**src/rtl/cpu_pkg.sv**
```systemverilog
// Shared writeback types: register data/index widths and the queued result record.
// Latency: none (types and constants only).
// Backpressure: none (types and constants only).
package cpu_pkg;

  localparam int DATA_W     = 8;
  localparam int REG_ADDR_W = 3;

  // One completed result waiting for the register file write port.
  typedef struct packed {
    logic [REG_ADDR_W-1:0] dest;
    logic [DATA_W-1:0]     data;
  } wb_entry_t;

endpackage

```
**src/rtl/wb_queue.sv**
```systemverilog
// In-order FIFO of writeback entries; two ordered pushes and one pop per cycle.
// Latency: a pushed entry is visible at head/count on the next cycle.
// Backpressure: none internally; the owner keeps net growth within DEPTH.
module wb_queue
  import cpu_pkg::*;
#(
  parameter int DEPTH = 2,
  localparam int CNT_W = $clog2(DEPTH + 1)
) (
  input  logic                  clock,
  input  logic                  reset,
  input  logic [1:0]            push_valid,
  input  wb_entry_t             push0,
  input  wb_entry_t             push1,
  input  logic                  pop,
  input  logic [REG_ADDR_W-1:0] query_reg,
  output logic [CNT_W-1:0]      count,
  output wb_entry_t             head,
  output logic [DEPTH-1:0]      match
);

  wb_entry_t        entries   [DEPTH];
  wb_entry_t        entries_n [DEPTH];
  logic [CNT_W-1:0] count_q;
  logic [CNT_W-1:0] base;
  logic [CNT_W-1:0] count_n;

  // Shift out the head on pop, then append pushes after the surviving entries.
  // push_valid[1] is only ever set together with push_valid[0].
  always_comb begin
    entries_n = entries;
    base      = count_q;
    if (pop && count_q != '0) begin
      for (int i = 0; i < DEPTH - 1; i++) begin
        entries_n[i] = entries[i+1];
      end
      base = count_q - 1'b1;
    end
    for (int i = 0; i < DEPTH; i++) begin
      if (push_valid[0] && i == int'(base)) begin
        entries_n[i] = push0;
      end
      if (push_valid[1] && i == int'(base) + 1) begin
        entries_n[i] = push1;
      end
    end
    count_n = base + CNT_W'(push_valid[0]) + CNT_W'(push_valid[1]);
  end

  // Storage and occupancy; only occupancy needs clearing since count gates every entry.
  always_ff @(posedge clock) begin
    entries <= entries_n;
    if (reset) begin
      count_q <= '0;
    end else begin
      count_q <= count_n;
    end
  end

  // Per-entry destination match for the decode hazard query.
  always_comb begin
    for (int i = 0; i < DEPTH; i++) begin
      match[i] = (i < int'(count_q)) && (entries[i].dest == query_reg);
    end
  end

  assign count = count_q;
  assign head  = entries[0];

endmodule

```
**src/rtl/writeback_arbiter.sv**
```systemverilog
// Serialises ALU and load results onto the single register file write port in arrival order.
// Latency: 1 cycle from acceptance with an empty queue, plus 1 cycle per entry queued ahead.
// Backpressure: both readies drop together when the queue is full; held inputs are taken after a drain.
module writeback_arbiter
  import cpu_pkg::*;
#(
  // Data and index widths must equal the cpu_pkg values, which fix the queue entry layout.
  parameter int DATA_W      = cpu_pkg::DATA_W,
  parameter int REG_ADDR_W  = cpu_pkg::REG_ADDR_W,
  parameter int QUEUE_DEPTH = 2
) (
  input  logic                               clock,
  input  logic                               reset,
  input  logic                               alu_valid,
  input  logic [REG_ADDR_W-1:0]              alu_dest,
  input  logic [DATA_W-1:0]                  alu_data,
  output logic                               alu_ready,
  input  logic                               mem_valid,
  input  logic [REG_ADDR_W-1:0]              mem_dest,
  input  logic [DATA_W-1:0]                  mem_data,
  output logic                               mem_ready,
  input  logic [REG_ADDR_W-1:0]              query_reg,
  output logic                               query_pending,
  output logic                               regWrite,
  output logic [REG_ADDR_W-1:0]              writeRegister,
  output logic [DATA_W-1:0]                  writeData,
  output logic [$clog2(QUEUE_DEPTH+1)-1:0]   pending_count
);

  localparam int CNT_W = $clog2(QUEUE_DEPTH + 1);

  logic [CNT_W-1:0]       count;
  logic [QUEUE_DEPTH-1:0] match;
  wb_entry_t              head;
  wb_entry_t              mem_e;
  wb_entry_t              alu_e;
  wb_entry_t              issue_e;
  wb_entry_t              push0;
  wb_entry_t              push1;
  logic [1:0]             push_valid;
  logic                   issue_vld;
  logic                   pop;
  logic                   mem_acc;
  logic                   alu_acc;
  logic                   ready;

  // Readies depend on occupancy only; net growth is at most one per cycle so a free slot suffices.
  assign ready     = int'(count) < QUEUE_DEPTH;
  assign alu_ready = ready;
  assign mem_ready = ready;
  assign mem_acc   = mem_valid && ready;
  assign alu_acc   = alu_valid && ready;

  assign mem_e = '{dest: mem_dest, data: mem_data};
  assign alu_e = '{dest: alu_dest, data: alu_data};

  // Candidate order is queue head, then load, then ALU: the first issues, the rest queue in order.
  always_comb begin
    issue_vld  = 1'b0;
    issue_e    = head;
    pop        = 1'b0;
    push_valid = 2'b00;
    push0      = mem_e;
    push1      = alu_e;
    if (count != '0) begin
      issue_vld = 1'b1;
      pop       = 1'b1;
      if (mem_acc) begin
        push_valid[0] = 1'b1;
        push_valid[1] = alu_acc;
      end else if (alu_acc) begin
        push_valid[0] = 1'b1;
        push0         = alu_e;
      end
    end else if (mem_acc) begin
      issue_vld     = 1'b1;
      issue_e       = mem_e;
      push_valid[0] = alu_acc;
      push0         = alu_e;
    end else if (alu_acc) begin
      issue_vld = 1'b1;
      issue_e   = alu_e;
    end
  end

  wb_queue #(
    .DEPTH (QUEUE_DEPTH)
  ) u_queue (
    .clock      (clock),
    .reset      (reset),
    .push_valid (push_valid),
    .push0      (push0),
    .push1      (push1),
    .pop        (pop),
    .query_reg  (query_reg),
    .count      (count),
    .head       (head),
    .match      (match)
  );

  // Registered write port; index and data hold their last values on idle cycles.
  always_ff @(posedge clock) begin
    if (reset) begin
      regWrite      <= 1'b0;
      writeRegister <= '0;
      writeData     <= '0;
    end else begin
      regWrite <= issue_vld;
      if (issue_vld) begin
        writeRegister <= issue_e.dest;
        writeData     <= issue_e.data;
      end
    end
  end

  // Same-cycle inputs are excluded: decode already sees those itself.
  assign query_pending = (|match) || (regWrite && writeRegister == query_reg);
  assign pending_count = count;

endmodule

```
**config.mk**
```make
export PLATFORM = sky130hd
export DESIGN_NAME = writeback_arbiter
export DESIGN_NICKNAME = d
export VERILOG_FILES = /design/src/rtl/cpu_pkg.sv /design/src/rtl/wb_queue.sv /design/src/rtl/writeback_arbiter.sv
export SDC_FILE = /design/constraint.sdc
export NUM_CORES = 1
export LEC_CHECK = 0
export BUFFER_PORTS_ARGS = -buffer_cell sky130_fd_sc_hd__buf_2
export CAP_MARGIN = 25
export CORE_ASPECT_RATIO = 1.5
export CORE_UTILIZATION = 48
export CTS_CLUSTER_DIAMETER = 150
export DETAILED_ROUTE_END_ITERATION = 8
export HOLD_SLACK_MARGIN = 0.02
export PLACE_DENSITY = 0.78
export SLEW_MARGIN = 25
export SYNTH_ARGS = -nofsm -noshare
export SYNTH_HDL_FRONTEND = slang
export SYNTH_SLANG_ARGS = --single-unit
```
**constraint.sdc**
```tcl
create_clock -name clock -period 2.25 [get_ports clock]
set_clock_uncertainty 0.2 [all_clocks]
set_input_delay 0.225 -clock clock [delete_from_list [all_inputs] [get_ports clock]]
set_output_delay 0.225 -clock clock [all_outputs]
set_load 0.01 [all_outputs]
```
==> flow_summary_export.csv, run 1 <==
group,metric,value,unit
yosys,synth_edf_count,22,
final_layout,layout_commonest_cell,"buf_2",
place,dpl.hpwl,3121,µm
sta,rsz0062_at_grt,"no",
worst_setup_path,slowest_stage,"dfxtp_1",
yosys,syn-cell-area,2037,µm²
yosys,synth.distinct_cells,32,
drt,via_per_inst,5.889,
yosys,synthArstFlopShare,0,%
worst_setup_path,path_buf_inv,1,
drt,drcViolationCount,0,
sta,setup_ws,0.2211,ns
grt,grt_pass1_vias,1496,
drt,dr_total_vias,1596,
yosys,synth_mux_area_share,6.572,%
floorplan,coreArea,3994,µm²
worst_setup_path,r2r-start,"u_queue.count[1]",
sta,tightest_slew,0.8424,ns
cts,clock_sinks,36,
final_layout,final_cell_mix,"buf_2 (45), edfxtp_1 (22), nor2_1 (14), dfxtp_1 (14), nand2_1 (13)",
worst_setup_path,critPathTopFamily,"simple AND/OR/NAND/NOR gates",
pwr,p_sw_share,28.18,%
outcome,status,"finished, final reports clean",
worst_setup_path,critical_path.max_stage_delay,0.52,ns
floorplan,die_x,55.19,µm
cts,cts_hold_buf,0,
floorplan,num_rows,28,
floorplan,start_util,51.00,%
drt,antenna_left,0,
yosys,synth_cells,190,
cts,post-cts-setup-buffer-count,0,
cts,cts_root_buffer,"clkbuf_8",
cts,path_clk_slew,0.07,ns
grt,gr-total-overflow,0,
pwr,switchingPower,0.0004515,W
worst_setup_path,reg2reg_to,"u_queue.head[9]",
pwr,clockPowerShare,28.2,%
cts,cts_tree,"yes",
place,post-place-ws,0.3259,ns
yosys,synth_seq_cells,36,
grt,grt_start_max_net_pins,30,
final_layout,area_growth,14.07,%
pwr,ir_drop,0.4828,mV
hold_path,holdPathStages,2,
hold_path,hold_path.class,"input pin to register",
sta,setup-tns-final,0,ns
yosys,synth_flop_cell,"edfxtp_1",
final_layout,nets,255,
sta,final-hold-violation-count,0,
worst_setup_path,path_cells,"or2_1 -> nand4_1 -> nand3_1 -> buf_2",
yosys,synth_compound_area_share,23.46,%
worst_setup_path,critPathLaunchType,"register",
worst_setup_path,reg2reg_slack,0.37,ns
grt,grt_pass1_wl,6831,µm
place,port_buffers,45,
cts,cts_made_buffers,5,
floorplan,die_area,4514,µm²
worst_setup_path,crit_required,1.82,ns
worst_setup_path,critical_path_class,"register to output pin",
pwr,pwr-share-seq,49.8,%
drt,wl_per_cell,15.37,µm
cts,htree_levels,2,
hold_path,whs_endpoint,"u_queue.entries[0]",
cts,worst_skew_pair.late_latency,0.29,ns
floorplan,ios,46,
drt,dr.first_iter.drc_count,45,
grt,grt_usage,21.43,%
cts,cts_buffer_depth,2,
drt,detail_route.first_pass.iterations,4,
worst_setup_path,worstPathMaxFanout,12,
yosys,syn-num-nets,220,
drt,finalWirelength,4164,µm
pwr,leakage,0.9123,nW
yosys,synth_fa_ha_area_share,0.6143,%
sta,period_share,90.17,%
final_layout,antenna_cells,0,
yosys,seq_area_frac_synth,46.19,%
sta,fmax,492.9,MHz
cts,cts_resized,0,
floorplan,die_h,81.79,µm
sta,slew_headroom,43.44,%
pwr,combPwrFrac,22.0,%
final_layout,drive_gt1_share,33.19,%
yosys,syn_avg_cell_area,10.72,µm²
pwr,p_per_area,689.6,nW/µm²
pwr,p_int,0.001151,W
yosys,synth-simple-area-share,11.92,%
yosys,synth_xor_area_share,4.730,%
sta,finalMaxSlewViolations,0,
worst_setup_path,rr_worst_depth,2,
yosys,ys_warn_count,0,
hold_path,holdCritStartpoint,"mem_data[0]",
sta,finalCriticalPeriod,2.029,ns
sta,holdWs,0.07427,ns
worst_setup_path,cp.arrival,1.60,ns
grt,antenna_found_initial,0,
place,gp_congestion,0.7530,
sta,setup_violations,0,
flow_run,drv_cap,0,
worst_setup_path,cp-end-kind,"output pin",
yosys,synth_top_family_by_area,"compound AO/OA/AOI/OAI gates",
cell type report:
| type | count | area [µm²] |
|---|---|---|
| Clock buffer | 5 | 68.82 |
| Timing Repair Buffer | 50 | 262.8 |
| Sequential cell | 36 | 940.9 |
| Tap cell | 45 | 56.30 |
| Multi-Input combinational cell | 130 | 968.4 |
| Inverter | 2 | 7.507 |
| Fill cell | 365 | 1670 |
| Clock inverter | 3 | 18.77 |
routing by layer:
layer	share of wire, %	vias to the layer above	GRT usage (%)	wire length, µm
li1	-	790	-	-
met4	1.9	0	10.50	79
met2	49	67	33.73	2025
met1	44	729	26.83	1817
met5	0	-	0	0
met3	5.8	10	5.000	242
Yosys cell counts (7+ instances only):
master     instances  share of area (%)
edfxtp_1          22                 32
clkbuf_1           9                1.7
nand2_1           13                2.4
xnor2_1           10                4.3
o21ai_0           12                2.9
a2bb2oi_1         10                4.3
dfxtp_1           14                 14
a21o_1            12                4.4
a311oi_1           7                3.0
nand3b_1          11                4.1
nor2_1            14                2.6
buf_2              7                1.7
mux2_2            11                6.1
o32ai_1           10                4.3
power by group through the flow:
stage,combinational (W),clock [W],sequential (W)
after floorplan,0.000245,0,0.000819
after global placement,0.000343,0,0.000810
after detailed placement,0.000350,0,0.000813
after CTS,0.000353,0.000465,0.000799
after global routing,0.000391,0.000492,0.000805
final,0.000352,0.000452,0.000798
through the flow:
step / util [%] / cells / total power, W / instance area (µm²)
after floorplan: - / 190 / 0.001064 / 2042
after CTS: 58.18 / 271 / 0.001617 / 2323
after global routing: 58.18 / 271 / 0.001687 / 2323
final: 58.18 / 271 / 0.001602 / 2323
after global placement: 55.98 / 263 / 0.001154 / 2236
after detailed placement: 55.98 / 263 / 0.001163 / 2236
worst register-to-register path: cells and delay by family, from the launching register on:
family             cells  cell delay (ns)
DFF                    1             0.52
and+or+nand+nor        1             0.42
AOI/OAI and AO/OA      1             0.40
cell families (layout without fill, tap and decap cells):
family | count (synthesis) | in the layout
AO/OA/AOI/OAI | 59 | 59
XOR/XNOR | 11 | 11
adder cells (fa/ha/maj) | 1 | 1
buffers and inverters | 24 | 60
flip-flops | 36 | 36
multiplexers | 12 | 12
AND/OR/NAND/NOR | 47 | 47
sequential cells by signal, summed over array words and instances (netlist names):
name,cells
writeData,8
writeRegister,3
regWrite,1
u_queue.head,11
u_queue.count,2
u_queue.entries,11
how the worst max path moves through the flow:
stage / slack [ns] / startpoint / cells after the start / end
after floorplan: 0.22 / u_queue.count[0] / 7 / u_queue.count[1]
after global placement: 0.37 / mem_valid / 4 / u_queue.head[9]
after detailed placement: 0.33 / mem_valid / 4 / u_queue.head[9]
after CTS: 0.19 / u_queue.count[1] / 4 / query_pending
after global routing: 0.11 / u_queue.count[1] / 4 / query_pending
final: 0.22 / u_queue.count[1] / 4 / query_pending
Note: power is estimated with default switching activity, not from simulation.
==> run 2: changes to the inputs <==
CELL_PAD_IN_SITES_DETAIL_PLACEMENT = 1   (was default)
CELL_PAD_IN_SITES_GLOBAL_PLACEMENT = 1   (was default)
CORE_UTILIZATION = 37   (was 48)
GPL_TIMING_DRIVEN = 0   (was default)
==> flow_summary_export.csv, run 2 (same netlist as run 1, synthesis figures left out) <==
group,metric,value,unit
sta,tightest_slew,0.6133,ns
drt,dr.first_iter.drc_count,59,
outcome,status,"finished, final reports clean",
floorplan,num_rows,32,
floorplan,start_util,39.13,%
worst_setup_path,worstPathMaxFanout,11,
floorplan,ios,46,
final_layout,design_area,2480,µm²
place,gp_congestion,0.7753,
sta,fmax,467.0,MHz
grt,gr-total-overflow,0,
sta,period_share,95.16,%
sta,final-hold-violation-count,0,
pwr,p_total,0.001720,W
pwr,ir_drop,0.3751,mV
floorplan,die_area,5812,µm²
final_layout,antenna_cells,0,
grt,grt_pass1_wl,8707,µm
place,dpl.hpwl,3863,µm
cts,cts_root_buffer,"clkbuf_8",
sta,setup_violations,0,
pwr,leakage,0.9733,nW
flow_run,drv_cap,0,
worst_setup_path,cp.arrival,1.72,ns
cts,worst_skew_pair.late_latency,0.30,ns
final_layout,layout_commonest_cell,"buf_2",
sta,slew_headroom,59.11,%
drt,antenna_left,0,
floorplan,die_h,92.88,µm
place,port_buffers,44,
pwr,p_per_area,693.7,nW/µm²
final_layout,area_growth,21.74,%
final_layout,drive_gt1_share,33.61,%
final_layout,final_cell_mix,"buf_2 (50), edfxtp_1 (22), nor2_1 (14), dfxtp_1 (14), nand2_1 (13)",
final_layout,post-route-util,47.64,%
cts,cts_tree,"yes",
cts,htree_levels,2,
worst_setup_path,critPathLaunchType,"register",
grt,grt_start_max_net_pins,13,
cts,path_clk_slew,0.08,ns
sta,rsz0062_at_grt,"no",
drt,via_per_inst,5.420,
sta,finalMaxSlewViolations,0,
grt,grt_pass1_vias,1712,
final_layout,nets,273,
cts,cts_buffer_depth,2,
hold_path,hold_path.class,"input pin to register",
sta,finalCriticalPeriod,2.141,ns
drt,dr_total_vias,1691,
worst_setup_path,critical_path_class,"register to output pin",
grt,antenna_found_initial,0,
place,place_area,2347,µm²
drt,detail_route.first_pass.iterations,4,
drt,wl_per_cell,16.93,µm
worst_setup_path,crit_required,1.82,ns
drt,finalWirelength,5282,µm
drt,drcViolationCount,0,
final_layout,fill_cells,624,
grt,grt_usage,19.52,%
floorplan,coreArea,5205,µm²
cts,cts_made_buffers,5,
worst_setup_path,cp-end-kind,"output pin",
floorplan,die_x,62.58,µm
cts,clock_sinks,36,
## run 2: critical path, cell delays in order, from the launching register on
cell and delay [ns]:
dfxtp_1 0.31, buf_2 0.18, inv_1 0.11, clkbuf_1 0.49, buf_4 0.21, buf_2 0.12
## run 2: final timing paths
path,from,to,slack [ns],depth (start not counted)
hold reg to reg,writeData[3],writeData[3],0.30,2
setup / recovery,u_queue.count[1],mem_ready,0.11,5
hold / removal,mem_data[6],u_queue.entries[6],0.06,2
setup reg to reg,u_queue.count[1],u_queue.head[4],0.24,4
## run 2: per-stage QoR
step                std cells  TNS (ns)  hold WS, ns  setup WS, ns
finish                    312         0      0.05687        0.1088
global route              312         0      0.06370       0.03138
CTS                       311         0      0.05744       0.01801
detailed placement        302   -0.2829       0.2668       -0.1556
global placement          302   -0.2130       0.2615       -0.1199
floorplan                 190         0      0.09661        0.2242
## run 2: what timing repair did
| item | 4_1_cts | 5_1_grt |
|---|---|---|
| endpoints found under the setup margin | 2 | 8 |
| setup buffers | 0 | 2 |
| hold buffers | 1 | 0 |
| pin swaps | 0 | 1 |
| endpoints found under the hold margin | 4 | 0 |
| gates resized for setup | 1 | 1 |
## run 2: cell type report
cell class	count	area, µm²	share of cell area, %
Inverter	2	7.507	0.3027
Buffer	21	123.9	4.995
Sequential cell	36	940.9	37.94
Clock buffer	7	97.59	3.935
Tap cell	68	85.08	3.431
Timing Repair Buffer	47	245.2	9.889
Multi-Input combinational cell	130	974.7	39.30
Clock inverter	1	5.005	0.2018
## run 2: where the power goes
group | internal (W) | switching (W) | total [W] | leakage, nW
combinational | 0.000180 | 0.000213 | 0.000393 | 0.600
clock | 0.000284 | 0.000249 | 0.000533 | 0.0534
sequential | 0.000770 | 0.0000243 | 0.000794 | 0.320
## run 2: layer usage
layer  routed length, µm  up-vias  GRT usage [%]
met3                 194        6          3.818
met1                2355      819          23.69
li1                    -      828              -
met4                  69        0          6.783
met2                2663       38          33.97
met5                   0        -              0
